`config.mk`:
```
export PLATFORM = sky130hd
export DESIGN_NAME = key_note_decoder
export DESIGN_NICKNAME = d
export VERILOG_FILES = /design/src/rtl/key_note_decoder.sv
export SDC_FILE = /design/constraint.sdc
export NUM_CORES = 1
export LEC_CHECK = 0
export ABC_AREA = 1
export CAP_MARGIN = 25
export CORE_UTILIZATION = 29
export CTS_CLUSTER_DIAMETER = 50
export CTS_CLUSTER_SIZE = 20
export DETAILED_ROUTE_END_ITERATION = 8
export DONT_BUFFER_PORTS = 1
export GPL_ROUTABILITY_DRIVEN = 0
export HOLD_SLACK_MARGIN = 0.12
export MAX_ROUTING_LAYER = met4
export PLACE_DENSITY = 0.48
export SETUP_SLACK_MARGIN = 0.02
export SLEW_MARGIN = 20
export SYNTH_ARGS = -nofsm -noshare
export SYNTH_HDL_FRONTEND = slang
export SYNTH_SLANG_ARGS = --single-unit
```
`constraint.sdc`:
```
create_clock -name clock -period 3.29 [get_ports clock]
set_input_delay 0.4935 -clock clock [delete_from_list [all_inputs] [get_ports clock]]
set_output_delay 0.4935 -clock clock [all_outputs]
set_load 0.02 [all_outputs]
```
`src/rtl/key_note_decoder.sv`:
```
// key_note_decoder: debounced scan-code to note decoder with tone generator.
// Ports: clock, k_tr (async active-low reset), key_code[7:0] scan codes in;
// gate, note[3:0], note_on, note_off, tone, note_count[7:0],
// dur_out[15:0], dur_valid out.
// Define KEY_NOTE_DURATION_EN to enable the held-duration counter.
module key_note_decoder #(
  parameter int STABLE_CYCLES = 2,
  parameter int HP_SCALE = 0
) (
  input  logic        clock,
  input  logic        k_tr,
  input  logic [7:0]  key_code,
  output logic        gate,
  output logic [3:0]  note,
  output logic        note_on,
  output logic        note_off,
  output logic        tone,
  output logic [7:0]  note_count,
  output logic [15:0] dur_out,
  output logic        dur_valid
);
  typedef enum logic [1:0] {IDLE, HOLD, SWITCH} state_t;
  localparam logic [3:0] SC = 4'(STABLE_CYCLES);
  localparam logic [8:0] HP_TBL [16] = '{9'd0, 9'd478, 9'd426, 9'd379, 9'd358,
    9'd319, 9'd284, 9'd253, 9'd239, 9'd0, 9'd0, 9'd0, 9'd0, 9'd0, 9'd0, 9'd0};
  state_t state, state_n;
  logic [3:0] idx, smp, cand, pend, pend_n, note_n;
  logic gate_n, on_n, off_n, commit;
  logic [12:0] hp, div;
  always_comb begin
    case (key_code)
      8'h2B: idx = 4'd1;
      8'h34: idx = 4'd2;
      8'h33: idx = 4'd3;
      8'h3B: idx = 4'd4;
      8'h42: idx = 4'd5;
      8'h4B: idx = 4'd6;
      8'h4C: idx = 4'd7;
      8'h52: idx = 4'd8;
      default: idx = 4'd0;
    endcase
  end
  // cand counts how many consecutive samples smp has held; a commit is
  // asserted as a level for as long as the count sits at its saturation value
  always_ff @(posedge clock or negedge k_tr) begin
    if (!k_tr) begin
      smp <= '0;
      cand <= '0;
    end else begin
      smp <= idx;
      cand <= (idx != smp) ? 4'd1 : (cand == SC) ? cand : cand + 4'd1;
    end
  end
  assign commit = (cand == SC);
  always_comb begin
    state_n = state;
    note_n = note;
    pend_n = pend;
    gate_n = gate;
    on_n = 1'b0;
    off_n = 1'b0;
    case (state)
      IDLE: if (commit && smp != 4'd0) begin
        state_n = HOLD;
        note_n = smp;
        gate_n = 1'b1;
        on_n = 1'b1;
      end
      HOLD: if (commit && smp != note) begin
        off_n = 1'b1;
        gate_n = 1'b0;
        state_n = (smp == 4'd0) ? IDLE : SWITCH;
        note_n = (smp == 4'd0) ? 4'd0 : note;
        pend_n = smp;
      end
      SWITCH: begin
        state_n = HOLD;
        note_n = pend;
        gate_n = 1'b1;
        on_n = 1'b1;
      end
      default: state_n = IDLE;
    endcase
  end
  assign hp = 13'(HP_TBL[note]) << HP_SCALE;
  always_ff @(posedge clock or negedge k_tr) begin
    if (!k_tr) begin
      state <= IDLE;
      note <= '0;
      pend <= '0;
      gate <= 1'b0;
      note_on <= 1'b0;
      note_off <= 1'b0;
      note_count <= '0;
      div <= '0;
      tone <= 1'b0;
    end else begin
      state <= state_n;
      note <= note_n;
      pend <= pend_n;
      gate <= gate_n;
      note_on <= on_n;
      note_off <= off_n;
      note_count <= on_n ? note_count + 8'd1 : note_count;
      // keyed off the next gate so tone is already 0 in the first gate-low cycle
      if (on_n || !gate_n) begin
        div <= '0;
        tone <= 1'b0;
      end else if (div == hp - 13'd1) begin
        div <= '0;
        tone <= ~tone;
      end else begin
        div <= div + 13'd1;
      end
    end
  end
`ifdef KEY_NOTE_DURATION_EN
  logic [15:0] dur, dur_inc;
  assign dur_inc = (&dur) ? dur : dur + 16'd1;
  // dur_out takes the incremented value so the closing HOLD cycle is counted
  always_ff @(posedge clock or negedge k_tr) begin
    if (!k_tr) begin
      dur <= '0;
      dur_out <= '0;
      dur_valid <= 1'b0;
    end else begin
      dur <= on_n ? 16'd0 : (state == HOLD) ? dur_inc : dur;
      dur_valid <= off_n;
      if (off_n) dur_out <= dur_inc;
    end
  end
`else
  assign dur_out = '0;
  assign dur_valid = 1'b0;
`endif
endmodule

```
Yosys cells after proc, flatten, opt, wreduce, memory -nomap -nowiden

Memory sizes are Yosys's and may differ from the RTL's.
Index checks and enable logic that the tools add are counted.

Bitwise gates (word level): 2
Equality and inequality tests: 18
Muxes and demuxes: 24
Magnitude comparators: 1
Reduce and logical (&&, ||, !) cells: 12
$add $sub $neg: 4

Operators by type and width:

| kind                                                                  | count |
|---|---|
| 8-bit by 6-bit equality test with 1-bit output, second input constant | 4 |
| 8-bit by 7-bit equality test with 1-bit output, second input constant | 4 |
| 4-bit one-hot mux with 8 select lines                                 | 1 |
| 13-bit 2-to-1 mux                                                     | 2 |
| 4-bit 2-to-1 mux                                                      | 5 |
| 9-bit 2-to-1 mux                                                      | 2 |
| 13-bit by 1-bit adder with 13-bit output, second input constant       | 1 |
| 13-bit equality test                                                  | 1 |
| 4-bit one-hot mux with 3 select lines                                 | 1 |
| 9-bit by 1-bit subtractor with 10-bit output, second input constant   | 1 |
| 8-bit by 1-bit adder with 8-bit output, second input constant         | 1 |
| 2-bit inequality test, second input constant                          | 4 |
| 4-bit inequality test                                                 | 2 |
| 1-bit 2-to-1 mux                                                      | 7 |
| 2-bit 2-to-1 mux                                                      | 3 |
| 2-bit one-hot mux with 3 select lines                                 | 1 |
| 5-bit >= comparator, second input constant                            | 1 |
| 4-bit inverter with 5-bit output                                      | 1 |
| 4-bit by 1-bit adder with 4-bit output, second input constant         | 1 |
| 4-bit by 2-bit equality test with 1-bit output, second input constant | 1 |
| 4-bit logical NOT                                                     | 1 |
| 2-bit AND reduction                                                   | 2 |
| 4-bit AND reduction                                                   | 1 |
| 4-bit nonzero test                                                    | 1 |
| other kinds (11)                                                      | 12 |

Bits in read-only memories: 144
Flip-flop bits (word level): 43
Logic and storage cells: 73
Memories kept: 1
Input port bits: 10

Memory list:

| memory          | depth | width | read ports | clocked after Yosys merged registers in | wr ports | RTL line | source |
|---|---|---|---|---|---|---|---|
| (no name shown) | 16    | 9     | 1          | 0                                       | 0        | 85       | `assign hp = 13'(HP_TBL[note]) << HP_SCALE;` |

Depth between registers and ports, before layout

Word-level depth: 8
Gate-level depth with buffers: 21
Mapped depth without buffers: 21

Least setup slack after synthesis

No wires, ideal clock.

Kind: register -> register
Start point: register note[0]
End point: register div[7]
Required time: 3.168 ns
Cell stages (with the launch flop): 22
Data arrival time: 2.625 ns
Clock period less this slack: 2.747 ns
Setup slack: 0.543 ns
Path buffers: 2
Setup time: 0.122 ns
Cell sequence: dfrtp_1 -> inv_1 -> ha_1 -> nand3_4 -> buf_2 -> nand3_1 -> o21ai_0 -> ha_1 -> inv_1 -> nand2_1 -> nand2_1 -> inv_1 -> nand2_1 -> nand2_1 -> nand3_1 -> nor2_1 -> nand2_1 -> nor2_1 -> nand3_2 -> nand2_4 -> buf_6 -> nor2_2

Longest elaborated chain between the ends: 8
Elaborated cells between the ends (all ways): 14
Classes of those cells: add/sub (1); eq/ne (2); mux (6); bitwise (1); reduce/logical (3); memory (1)

Ends and longest elaborated chain:

| what                                                   | RTL line | source |
|---|---|---|
| start: declaration                                     | 14       | `output logic [3:0] note,` |
| start signal: assignment                               | 99       | `note <= note_n;` |
| 4-bit inverter with 5-bit output (not written as such) | 85       |  |
| memory read 16 x 9 bit                                 | n/a      |  |
| 9-bit 2-to-1 mux (not written as such) (2 in a row)    | 85       |  |
| 9-bit by 1-bit subtractor with 10-bit output           | 109      | `end else if (div == hp - 13'd1) begin` |
| 13-bit equality test                                   | 109      |  |
| 13-bit 2-to-1 mux                                      | 109      |  |
| 13-bit 2-to-1 mux *                                    | 106      | `if (on_n \|\| !gate_n) begin` |
| end signal: assignment                                 | 113      | `div <= div + 13'd1;` |
| end: declaration                                       | 29       | `logic [12:0] hp, div;` |

Mark *: on every way between the ends. The rest lies on a longest branch, timed or not. The select of a mux whose other input is x is not followed.
A chain may end at the register's enable or synchronous reset.

Worst setup path in the final report

Start point: register note[1]
End point: register div[0]

The elaborated chain is that of the path after synthesis.

==> impl_metrics.ini <==
[status]
status = complete, no violations

[yosys]
ys_async_sr_fraction_pct = 100
yosysWarningCount = 0
synth_edf_count = 0
synth-main-ff-cell = dfrtp_1
synth_cell_types = 32
synth_seq_area_share_pct = 33.6
synthTopCellsByArea = dfrtp_1, nand2_1, inv_1
yosysTopAreaCell = dfrtp_1
ys_ff_latch = 43
synth.top_cell.area_share_pct = 33.6
netlist_instances = 441
syn_area_um2 = 3200
avgSynthCellArea_um2 = 7.26

[sta]
clock.fmax_mhz = 381
relSlewSlack_pct = 65.2
tns_ps = 0
fin_ws_ps = 668
fin_crit_sh_pct = 79.7
max_slew.worst_pin.slew_ps = 519
finalSetupViolations = 0
maxSlewViolCount = 0
rsz0062_at_grt = no
hold_violations = 0
fin_worst_skew_ps = 5.41
finalCriticalPeriod_ps = 2620

[detailed_routing]
dr_wl_met2_mm = 3.17
ant_nets = 0
num_vias = 2630
drt_iter0_drc = 61
wl_met3_um = 263
post_drt_via_cell_ratio = 4.50
top_layer = met4
wl_met1_mm = 3.21
drc_errors = 0
firstDrtPassIters = 4
avgRoutedWirePerCell_um = 11.7
routed_wl_mm = 6.83

[pwr]
leakage_nw = 1.69
power_frac_seq_pct = 26.4
p_clk_share_pct = 12.0
p_int_mw = 1.34
ir_drop_mv = 0.333
total_power_mw = 2.81
power-per-cell-area_nw_per_um2 = 825
switchingPower_mw = 1.47
swShare_pct = 52.2
combPwrFrac_pct = 61.5

[clocking]
holdBufCountCts = 2
postCtsSetupBuffers = 0
clkLatencyLatePin_ps = 300
cts_tree = done
cts.clk_slew.worst_paths_ps = 80
clock-root-buffer = clkbuf_8
cts_resized = 0
cts_buffer_depth = 2
cts_inserted_buffers = 5
h-tree-depth = 2
clock_sinks = 43

[floorplanning]
rows = 37
chipHeight_um = 107
die_width_um = 107
core-area_um2 = 10500
start_util_pct = 30.5
num_io_pins = 43
die_area_um2 = 11500

[placed_design]
portBuffers = 0
dp_hpwl_mm = 5.38
post-place-ws_ps = 672

[cells_and_area]
nNetsFinal = 472
diodes = 0
multi_input_area_um2 = 1780
seq_area_um2 = 1080
final_cell_mix = nand2_1, inv_1, dfrtp_1
final_common_cell = nand2_1
drive_gt1_share_pct = 10.7
fillCellCount = 1138
area_delta_synth_final_pct = 6.45

[critical_path]
required_ps = 3480
critical-path-max-stage-delay_ps = 380
slowest_stage = dfrtp_1
crit_path_max_fanout = 16
path_class = reg -> reg
path_cells = inv_1 > ha_1 > nand3_4 > nand2_4 > inv_1 > ha_1 > inv_1 > nand2_1 > nand2_1 > nand3_1 > nand2_1 > nand3_1 > nor2_1 > nand2_1 > nor2_1 > nand3_2 > nand2_4 > nor2_1
crit_family = simple AND/OR/NAND/NOR gates
cp_num_buf_inv = 3
worst_setup_path_end_kind = register
cp-start-kind = register
crit_top_cell = nand2_1
cp.arrival_ps = 2810

[job]
cap_violations = 0

[global_routing]
overflow = 0
grt_pass1_wl_mm = 12.0
grt_max_degree = 44
grt.total_usage_pct = 13.5
grt_pass1_vias = 2581
antenna_found_initial = 0

[hold_path]
hold_path_class = in -> reg
## stage by stage
stage	util, %	std cells	area, um2	hold WS [ps]
2_1_floorplan	-	457	3260	198
3_3_place_gp	31.3	575	3290	200
3_5_place_dp	31.3	575	3290	199
4_1_cts	32.4	585	3410	315
5_1_grt	32.4	585	3410	318
6_report	32.4	585	3410	325
## power by group through the flow
stage / registers [mW] / logic, mW / clock network, mW
global placement: 0.756 / 1.72 / 0
finish: 0.743 / 1.73 / 0.339
CTS: 0.745 / 1.74 / 0.361
floorplan: 0.777 / 1.39 / 0
global route: 0.760 / 1.98 / 0.376
detailed placement: 0.755 / 1.72 / 0
## synth_stat cells (6+ instances only)
| cell type | number |
|---|---|
| nand2_1 | 110 |
| inv_1 | 61 |
| dfrtp_1 | 43 |
| nor2_1 | 42 |
| nand3_1 | 36 |
| o21ai_0 | 19 |
| buf_4 | 17 |
| xor2_1 | 16 |
| nor2_2 | 15 |
| ha_1 | 14 |
| nand4_1 | 12 |
| a21oi_1 | 9 |
| nand2_4 | 6 |
| xnor2_1 | 6 |
## worst paths after layout
kind / start / endpoint / slack, ps / cells after the start
setup / recovery: note[1] / div[0] / 670 / 18
hold / removal: key_code[4] / smp[3] / 320 / 2
setup reg to reg: note[1] / div[0] / 670 / 18
hold reg to reg: pend[0] / pend[0] / 550 / 2
max in group asynchronous: k_tr / note[0] / 2410 / 2
min in group asynchronous: k_tr / note_count[3] / 670 / 2
## cells by family after synthesis
kind of cell / after synthesis / share of synthesized area, %
AOI/OAI and AO/OA: 36 / 6.06
xor gates and xnor gates: 22 / 6.02
adders and majority gates: 14 / 5.47
buffers and inverters: 84 / 12.7
DFF: 43 / 33.6
muxes: 1 / 0.352
other: 1 / 0.117
and+or+nand+nor: 240 / 35.7
## registers in the layout, indices dropped and copies added (netlist names)
register and cells:
cand 4, div 13, gate 1, note 4
note_count 8, note_off 1, note_on 1, pend 4
smp 4, state 2, tone 1
## final cells by class
cell class / instances / share of cell area [%]
clock buffers: 6 / 2.13
clock inverters: 2 / 0.367
inverters: 63 / 6.94
multi-input cells: 330 / 52.2
flip-flops and latches: 43 / 31.6
well taps: 136 / 4.99
repair buffers: 5 / 1.76
## metal layers
layer	up-vias	track usage (%)
li1	1375	-
met2	52	22.2
met3	13	2.74
met1	1190	16.0
met5	-	-
met4	0	5.58
(Power assumes the default switching activity.)
